$ cat config.mk
export PLATFORM = sky130hd
export DESIGN_NAME = fpu_result_queue_flat
export DESIGN_NICKNAME = d
export VERILOG_FILES = /design/src/rtl/fpu_result_queue_if.sv /design/src/rtl/fpu_result_queue.sv /design/src/flat_wrapper.sv
export SDC_FILE = /design/constraint.sdc
export NUM_CORES = 1
export LEC_CHECK = 0
export CORE_ASPECT_RATIO = 0.7
export CORE_MARGIN = 2
export CORE_UTILIZATION = 35
export DETAILED_ROUTE_END_ITERATION = 16
export GPL_TIMING_DRIVEN = 0
export PLACE_DENSITY = 0.57
export SYNTH_ARGS = -nofsm -noshare
export SYNTH_HDL_FRONTEND = slang
export SYNTH_SLANG_ARGS = --single-unit
export TNS_END_PERCENT = 20
$ cat constraint.sdc
create_clock -name clk -period 2.8 [get_ports clk]
set_input_delay 0.84 -clock clk [delete_from_list [all_inputs] [get_ports clk]]
set_output_delay 0.84 -clock clk [all_outputs]
set_load 0.005 [all_outputs]
$ cat src/rtl/fpu_result_queue_if.sv
// Handshake bundle between the FPU result producer, the result queue and the
// downstream consumer.
//
// Handshake rule, both directions: a transfer happens on a rising clk edge
// where valid and ready are both high. valid never depends on ready.
// On the input side a valid word offered while ready is low is lost, and the
// queue counts it as a drop.
//
// Signals:
//   in_valid / in_data / in_status / in_ready       producer -> queue
//   out_valid / out_data / out_status / out_class /
//   out_ready                                       queue -> consumer
//
// Modports:
//   master  producer/consumer side (the testbench or surrounding logic)
//   slave   the queue itself
interface fpu_result_queue_if;
  logic        in_valid;
  logic [31:0] in_data;
  logic [3:0]  in_status;
  logic        in_ready;

  logic        out_valid;
  logic        out_ready;
  logic [31:0] out_data;
  logic [3:0]  out_status;
  logic [1:0]  out_class;

  modport master (
    output in_valid, in_data, in_status, out_ready,
    input  in_ready, out_valid, out_data, out_status, out_class
  );

  modport slave (
    input  in_valid, in_data, in_status, out_ready,
    output in_ready, out_valid, out_data, out_status, out_class
  );
endinterface

$ cat src/rtl/fpu_result_queue.sv
// FPU result queue.
//
// Captures each FPU result word with its 4-bit status in a small FIFO. It
// presents the head entry on a valid/ready port together with a float class
// for the 1/7/24 format: sign [31], exponent [30:24] with bias 63, and
// mantissa [23:0]. It also keeps sticky exception flags and a saturating
// count of results dropped while the queue was full.
//
// Ports:
//   clk           rising-edge clock
//   reset         asynchronous, active-low reset
//   bus           fpu_result_queue_if.slave (input and output handshakes)
//   clr_sticky    synchronous clear of sticky_flags and drop_cnt
//   count         occupied entries, 0..DEPTH
//   sticky_flags  [0] EXACT so far, [3:1] OVERFLOW/UNDERFLOW/INEXACT seen
//   drop_cnt      saturating number of inputs lost while full
module fpu_result_queue #(
  parameter int DEPTH  = 4,
  parameter int DROP_W = 8
) (
  input  logic                     clk,
  input  logic                     reset,
  fpu_result_queue_if.slave        bus,
  input  logic                     clr_sticky,
  output logic [$clog2(DEPTH):0]   count,
  output logic [3:0]               sticky_flags,
  output logic [DROP_W-1:0]        drop_cnt
);

  localparam int PW = $clog2(DEPTH);
  localparam int CW = PW + 1;
  localparam logic [CW-1:0] FULL_CNT = CW'(DEPTH);

  localparam logic [1:0] CLS_ZERO      = 2'd0;
  localparam logic [1:0] CLS_SUBNORMAL = 2'd1;
  localparam logic [1:0] CLS_NORMAL    = 2'd2;
  localparam logic [1:0] CLS_MAXEXP    = 2'd3;

  logic [31:0]   data_mem [DEPTH];
  logic [3:0]    stat_mem [DEPTH];
  logic [PW-1:0] rd_ptr;
  logic [PW-1:0] wr_ptr;

  logic full;
  logic empty;
  logic push;
  logic pop;
  logic drop;

  // Full and empty come from the separate count, because equal pointers are
  // ambiguous between the two states.
  assign full  = (count == FULL_CNT);
  assign empty = (count == '0);

  // Admission depends only on the registered count. A pop in the same cycle
  // does not free a slot for the incoming word.
  assign push = bus.in_valid & ~full;
  assign pop  = ~empty & bus.out_ready;
  assign drop = bus.in_valid & full;

  assign bus.in_ready  = ~full;
  assign bus.out_valid = ~empty;

  // Storage needs no reset. Its contents are never visible while the queue
  // is empty.
  always_ff @(posedge clk) begin
    if (push) begin
      data_mem[wr_ptr] <= bus.in_data;
      stat_mem[wr_ptr] <= bus.in_status;
    end
  end

  // Pointers and occupancy. The pointers wrap naturally because DEPTH is a
  // power of two.
  always_ff @(posedge clk or negedge reset) begin
    if (!reset) begin
      rd_ptr <= '0;
      wr_ptr <= '0;
      count  <= '0;
    end else begin
      if (push) wr_ptr <= wr_ptr + PW'(1);
      if (pop)  rd_ptr <= rd_ptr + PW'(1);
      unique case ({push, pop})
        2'b10:   count <= count + CW'(1);
        2'b01:   count <= count - CW'(1);
        default: count <= count;
      endcase
    end
  end

  // Sticky flags and the drop counter. When clr_sticky and a push occur in
  // the same cycle, the cleared value is the base that the pushed status
  // merges into. When clr_sticky and a drop coincide, the clear wins.
  logic [3:0] sticky_base;

  always_comb begin
    sticky_base = clr_sticky ? 4'b0001 : sticky_flags;
  end

  always_ff @(posedge clk or negedge reset) begin
    if (!reset) begin
      sticky_flags <= 4'b0001;
      drop_cnt     <= '0;
    end else begin
      if (push) begin
        sticky_flags[3:1] <= sticky_base[3:1] | bus.in_status[3:1];
        sticky_flags[0]   <= sticky_base[0] & bus.in_status[0];
      end else begin
        sticky_flags <= sticky_base;
      end

      if (clr_sticky) begin
        drop_cnt <= '0;
      end else if (drop && (drop_cnt != '1)) begin
        drop_cnt <= drop_cnt + DROP_W'(1);
      end
    end
  end

  // Head presentation. The outputs are forced to zero while the queue is
  // empty, so that a reset immediately shows all-zero outputs and ZERO class.
  logic [31:0] head_data;
  logic [3:0]  head_status;
  logic [6:0]  head_exp;
  logic [23:0] head_mant;

  always_comb begin
    head_data   = '0;
    head_status = '0;
    if (!empty) begin
      head_data   = data_mem[rd_ptr];
      head_status = stat_mem[rd_ptr];
    end
  end

  assign head_exp  = head_data[30:24];
  assign head_mant = head_data[23:0];

  // The sign bit does not affect the class.
  always_comb begin
    bus.out_class = CLS_NORMAL;
    if (head_exp == 7'h00) begin
      bus.out_class = (head_mant == 24'h0) ? CLS_ZERO : CLS_SUBNORMAL;
    end else if (head_exp == 7'h7F) begin
      bus.out_class = CLS_MAXEXP;
    end
  end

  assign bus.out_data   = head_data;
  assign bus.out_status = head_status;

endmodule
$ cat src/flat_wrapper.sv
// flat-port wrapper written by rule: the top's interface ports become plain ports
module fpu_result_queue_flat 
#(
  parameter int DEPTH  = 4,
  parameter int DROP_W = 8
)
  (clk, reset, clr_sticky, count, sticky_flags, drop_cnt, bus_in_valid, bus_in_data, bus_in_status, bus_out_ready, bus_in_ready, bus_out_valid, bus_out_data, bus_out_status, bus_out_class);
  fpu_result_queue_if bus_i ();
  input  logic clk;
  input  logic reset;
  input  logic clr_sticky;
  output logic [$clog2(DEPTH):0] count;
  output logic [3:0] sticky_flags;
  output logic [DROP_W-1:0] drop_cnt;
  input wire logic [$bits(bus_i.in_valid)-1:0] bus_in_valid;
  input wire logic [$bits(bus_i.in_data)-1:0] bus_in_data;
  input wire logic [$bits(bus_i.in_status)-1:0] bus_in_status;
  input wire logic [$bits(bus_i.out_ready)-1:0] bus_out_ready;
  output wire logic [$bits(bus_i.in_ready)-1:0] bus_in_ready;
  output wire logic [$bits(bus_i.out_valid)-1:0] bus_out_valid;
  output wire logic [$bits(bus_i.out_data)-1:0] bus_out_data;
  output wire logic [$bits(bus_i.out_status)-1:0] bus_out_status;
  output wire logic [$bits(bus_i.out_class)-1:0] bus_out_class;
  assign bus_i.in_valid = bus_in_valid;
  assign bus_i.in_data = bus_in_data;
  assign bus_i.in_status = bus_in_status;
  assign bus_i.out_ready = bus_out_ready;
  assign bus_in_ready = bus_i.in_ready;
  assign bus_out_valid = bus_i.out_valid;
  assign bus_out_data = bus_i.out_data;
  assign bus_out_status = bus_i.out_status;
  assign bus_out_class = bus_i.out_class;
  fpu_result_queue #(.DEPTH(DEPTH), .DROP_W(DROP_W)) u_core (.clk(clk), .reset(reset), .bus(bus_i), .clr_sticky(clr_sticky), .count(count), .sticky_flags(sticky_flags), .drop_cnt(drop_cnt));
endmodule
After elaboration in Yosys (flattened, before gate mapping)
Memories as Yosys holds them, arrays and structs flattened.
Cells that the tools add are included.
- flip-flop bits (word level): 19
- latch bits: 0
- RAM bits: 144
- bits in read-only memories: 0
- input bits: 41
- output and inout bits: 55
- word-level logic and storage cells: 42
- memories kept: 2
- add/sub/neg operators: 5
- $mul: 0
- div/mod/pow operators: 0
- magnitude comparators: 0
- equal/unequal tests: 5
- shifts and indexed selects: 0
- muxes and demuxes: 12
- bitwise gates (word level): 7
- reduce and logical (&&, ||, !) cells: 6
- memory list (memory ; words ; bits a word ; read ports ; clocked after Yosys merged registers in ; write ports ; RTL line ; source):
    u_core.data_mem ; 4 ; 32 ; 1 ; 0 ; 1 ; fpu_result_queue.sv:39 ; logic [31:0] data_mem [DEPTH];
    u_core.stat_mem ; 4 ; 4 ; 1 ; 0 ; 1 ; fpu_result_queue.sv:40 ; logic [3:0] stat_mem [DEPTH];
- operators by type and width (operator ; count):
    32-bit two-way mux ; 1
    24-bit zero test ; 1
    8-bit two-way mux ; 2
    4-bit two-way mux ; 3
    8-bit by 1-bit adder with 8-bit output (second input constant) ; 1
    8-bit inequality test (second input constant) ; 1
    7-bit equality test (second input constant) ; 1
    7-bit zero test ; 1
    3-bit case mux with 2 select lines ; 1
    2-bit by 1-bit adder with 2-bit output (second input constant) ; 2
    1-bit AND ; 4
    1-bit two-way mux ; 4
    2-bit nonzero test ; 2
    3-bit by 1-bit adder with 3-bit output (second input constant) ; 1
    3-bit equality test (second input constant) ; 1
    3-bit zero test ; 1
    3-bit bitwise OR ; 1
    3-bit by 1-bit subtractor with 3-bit output (second input constant) ; 1
    2-bit by 1-bit equality test with 1-bit output (second input constant) ; 1
    2-bit equality test (second input constant) ; 1
    2-bit two-way mux ; 1
    1-bit NOT ; 2
    1-bit logical AND ; 1

Logic depth before layout (Yosys ltp)
- depth after elaboration: 5
- mapped depth: 9
- mapped depth without buffers: 9

Worst setup path after synthesis
No wires, ideal clock.
- path type: register to output
- start: register u_core.rd_ptr[1]
- end: output port bus_out_class[0]
- arrival: 1.866 ns
- data required time: 1.960 ns
- setup slack: 0.094 ns
- cell stages (with the launch flop): 8
- path buffers: 2
- path through: dfrtp_1 > buf_2 > buf_1 > mux4_2 > o41ai_1 > nand3_1 > a211oi_1 > a21oi_1
- word-level cells in the longest chain between the ends: 5
- elaborated cells between the ends (all ways): 8
- those cells by class: 1 x eq/ne; 4 x mux; 2 x reduce/logical; 1 x memory
- RTL lines (what ; RTL line ; source):
    start: declaration ; fpu_result_queue.sv:41 ; logic [PW-1:0] rd_ptr;
    start signal: assignment ; fpu_result_queue.sv:82 ; if (pop) rd_ptr <= rd_ptr + PW'(1);
    memory read 4 x 32 bit * ; n/a ;
    32-bit two-way mux * ; fpu_result_queue.sv:130 ; if (!empty) begin
    24-bit zero test / 7-bit equality test (equally long branches) ; fpu_result_queue.sv:143, fpu_result_queue.sv:144 ;
    1-bit two-way mux, on equally long branches ; fpu_result_queue.sv:143, fpu_result_queue.sv:144 ;
    2-bit two-way mux * ; fpu_result_queue.sv:142 ; if (head_exp == 7'h00) begin
    end: declaration ; flat_wrapper.sv:23 ; output wire logic [$bits(bus_i.out_class)-1:0] bus_out_class;
Mark *: on every way between the ends. The rest lies on a longest branch, timed or not.

Final worst setup path
- start: register u_core.rd_ptr[0]
- end: output port bus_out_class[0]
The elaborated chain is that of the path after synthesis.

==> metrics list <==
- In this run the tool buffered the top-level ports with 95 buffer cells.
- First-pass iteration count of the detailed router: 4
* Post-layout nets: 524
- Sequential cells were found to cover 73.2% of the synthesized design area.
* Number of global-route vias before repair: 3694
- The initial utilization of the core area, before any placement, comes to between 30% and 40%.
* Share of final-layout standard cells stronger than drive strength 1: 33.9%
- The worst setup path is launched from a register.
- The count of cells in the finished layout, fillers not included, comes to about 730.
* Worst-margin pin slew: slightly below 0.9 ns
- The die covers 0.0199 sq mm.
* Cell type contributing the most total cell area after synthesis: sky130_fd_sc_hd__edfxtp_1
* Part of the cycle the worst path needs: 124%
- Final setup viols: 31
* Diodes inserted: 0
- The floorplan step set the die width to around 170 um.
* Post-synthesis cell count: 339
* Peak ir drop on the vdd network: 0.547 mV
- By area the synthesized netlist is led by sky130_fd_sc_hd__edfxtp_1, sky130_fd_sc_hd__mux4_2, sky130_fd_sc_hd__dfrtp_1.
- Placer Congestion: 0.729
* Worst Path Max Fanout: 7
* Layout Area Growth over Synthesis: 34.9%
* Predominant post-synthesis flop cell: sky130_fd_sc_hd__edfxtp_1
* Launching instance or port of the critical path: u_core.rd_ptr[0]$_DFFE_PN0P_
- The total overflow left after global routing is 0.
- For flop-to-flop paths, the worst setup slack is 0.53 ns.
* Worst flop-to-flop path endpoint: u_core.data_mem[3][11]$_DFFE_PP_
* Worst hold margin: 0.522 ns
* Post-route DRC: 0
* Power density over cell area: 1100 mW/mm^2
- Leakage: 3.14 nW
* H-tree Lvls: 4
- The critical path in this run is classified as register to primary output.
* Yosys cell types: 37
* Max-cap viol count: 0
- For this design the top-level I/O count stands at 96.
- Along the worst hold path, the cell count comes to 1.
- Initial antenna violation count: 0
* Overall power after layout: 9.71 mW
* Insertion delay of the later-clocked pin in the worst-skew pair: about 0.42 ns
- Vias: about 3500
- The die is about 120 um tall.
- Clock Pin Slew Worst Setup and Hold Paths: 0.06 ns
- Final worst slack: -0.685 ns
- Syn nets: 387
- Core Region: ~0.018 sq mm
* Clk Tree Root Cell: sky130_fd_sc_hd__clkbuf_16
- Static timing analysis puts the maximum clock frequency at 0.287 GHz.
* HPWL after DPL: 9.20 mm
- The flow ran to the end, but the final reports show violations.
- Total number of yosys warnings: 0
* Slew HR: between 40% and 50%
- Unrepaired setup endpoints after global routing: yes
- Data arrives at the worst endpoint at 2.65 ns.
- The first global-routing pass estimated 21.4 mm of wire.
- Critical path data required time: around 2.0 ns
- After detailed routing, the number of vias per cell comes to 4.85.
* Element type at the critical path end: primary output
- CTS tree: done
- The final layout contains routed wiring with a total length of about 14 mm.
- Worst R2R Start: u_core.count[2]$_DFFE_PN0P_
- Final standard cell utilization of the core: 48.6%
- Most used standard cells in the synthesized netlist: sky130_fd_sc_hd__edfxtp_1, sky130_fd_sc_hd__and2_1, sky130_fd_sc_hd__mux4_2, sky130_fd_sc_hd__dfrtp_1, sky130_fd_sc_hd__mux4_1
* Clock buffer depth: 2
* Flops & latches, synth: between 150 and 200
- Time the worst path needs with I/O delays and setup: 3.49 ns
- The total count of hold-check failures in the final report came to 0.
- Worst slack at placement: -1.19 ns
* Number of placed instances with taps included: 674
- The most critical setup path has its endpoint at bus_out_class[0].
- Synth top area share: 65.9%
* Maximum number of pins on one net before global-route repair: 30
- The mapped netlist covers ~0.0066 sq mm.
* Cell area after layout: 0.00885 sq mm
- Drt initial violations: 270
- Cell with the most instances after synthesis: sky130_fd_sc_hd__edfxtp_1
* Post-synthesis average cell area: around 19 sq um
- The max-slew violation total from the final report is 0.
- Total CTS buffers: 17
* Detail-routed net length per standard cell: between 15 and 20 um
* Placement Rows: 41
- The placed instances occupy a cell area of 0.00790 sq mm.
- The min-delay analysis places its worst path in the category register to register.
- Worst r2r path cells: 5
- Worst Min Path Start: u_core.count[2]$_DFFE_PN0P_
- Number of filler instances in the final layout: 1526
- The checks that failed: setup timing.
* Clock sink count: between 150 and 200
- Post-synth EDFFs: 144
- Between clock sinks in the finished design, the worst skew comes to 0.0121 ns.
- After synthesis, the share of flip-flops with an asynchronous set or reset is 11.7%.
- Total negative slack for setup checks: -6.12 ns
* Post-route antenna net violation count: 0
- Global routing used 14.7% of the available tracks across all layers.
-- how the worst min path moves through the flow --
stage | end
final | u_core.count[2]$_DFFE_PN0P_
after global placement | u_core.count[2]$_DFFE_PN0P_
after global routing | u_core.sticky_flags[2]$_DFF_PN0_
after CTS | u_core.count[2]$_DFFE_PN0P_
after detailed placement | u_core.count[2]$_DFFE_PN0P_
after floorplan | u_core.count[2]$_DFFE_PN0P_
-- flip-flops by register name, indices dropped and copies added, names as in the netlist --
name / count
u_core.data_mem: 128
u_core.wr_ptr: 2
u_core.drop_cnt: 8
u_core.count: 3
u_core.stat_mem: 16
u_core.sticky_flags: 4
u_core.rd_ptr: 2
-- critical path: stages (launching register included) --
cell and delay (ns):
sky130_fd_sc_hd__dfrtp_2 0.42, sky130_fd_sc_hd__buf_8 0.14, sky130_fd_sc_hd__buf_8 0.13, sky130_fd_sc_hd__buf_12 0.12, sky130_fd_sc_hd__buf_12 0.13, sky130_fd_sc_hd__mux4_2 0.49
sky130_fd_sc_hd__nor4_4 0.32, sky130_fd_sc_hd__a21boi_2 0.11, sky130_fd_sc_hd__a211oi_2 0.16, sky130_fd_sc_hd__a21oi_1 0.06, sky130_fd_sc_hd__buf_2 0.13
-- power breakdown --
part           internal [mW]  total [mW]  switching (mW)
sequential              3.18        3.32           0.139
combinational           2.21        3.95            1.74
clock                   1.50        2.44           0.937
-- metal layers --
metal  wire [um]  global-route usage [%]  vias up
met2        6720                    22.7       85
met5           0                       0        -
met1        6510                    20.0     1817
li1            -                       -     1604
met4         137                    4.89        0
met3         710                    4.59       13
-- logic make-up (layout without fill, tap and decap cells) --
family,after synthesis,after routing,synth area share (%)
flip-flops,163,163,73.2
AO/OA/AOI/OAI,16,16,1.53
XOR/XNOR,12,12,1.60
buffers and inverters,24,174,1.83
AND/OR/NAND/NOR,80,80,7.07
adder cells (fa/ha/maj),7,7,1.45
multiplexers,37,37,13.4
-- placed cells by master (no fill, tap or decap), types with 3 or more instances in the layout --
master                            count
sky130_fd_sc_hd__a21oi_1              3
sky130_fd_sc_hd__and2_1              13
sky130_fd_sc_hd__and2_2               4
sky130_fd_sc_hd__and2_4              24
sky130_fd_sc_hd__buf_12               9
sky130_fd_sc_hd__buf_4                7
sky130_fd_sc_hd__buf_6               11
sky130_fd_sc_hd__buf_8                4
sky130_fd_sc_hd__bufinv_16            4
sky130_fd_sc_hd__clkbuf_16           18
sky130_fd_sc_hd__clkbuf_2            21
sky130_fd_sc_hd__clkdlybuf4s15_1      3
sky130_fd_sc_hd__clkdlybuf4s50_1     57
sky130_fd_sc_hd__clkinv_4             3
sky130_fd_sc_hd__clkinvlp_4           5
sky130_fd_sc_hd__dfrtp_1             17
sky130_fd_sc_hd__dlygate4sd2_1        9
sky130_fd_sc_hd__edfxtp_1           144
sky130_fd_sc_hd__ha_1                 6
sky130_fd_sc_hd__inv_1               10
sky130_fd_sc_hd__mux4_2              35
sky130_fd_sc_hd__nand2_1             10
sky130_fd_sc_hd__nand3_1              4
sky130_fd_sc_hd__nand4_1              4
sky130_fd_sc_hd__nor2_1               7
sky130_fd_sc_hd__nor3_1               4
sky130_fd_sc_hd__nor4_4               4
sky130_fd_sc_hd__o21ai_0              6
sky130_fd_sc_hd__xnor2_1              7
sky130_fd_sc_hd__xor2_1               5
-- layout make-up --
cell class	count	area, sq um	area share (%)
buffer	14	189	2.13
clock buffer	17	425	4.81
inverter	10	37.5	0.424
sequential	163	4800	54.2
tap	236	295	3.34
multi-input combinational	152	1730	19.6
timing repair buffer	118	1160	13.1
clock inverter	15	206	2.33
-- repair_timing --
action	4_1_cts	5_1_grt
setup buffers	7	11
hold buffers	0	0
endpoints found under the setup margin	39	38
resized for setup	105	74
cloned	1	0
hold endpoints to repair	0	0
pin swaps	14	15
(Power assumes the default switching activity.)
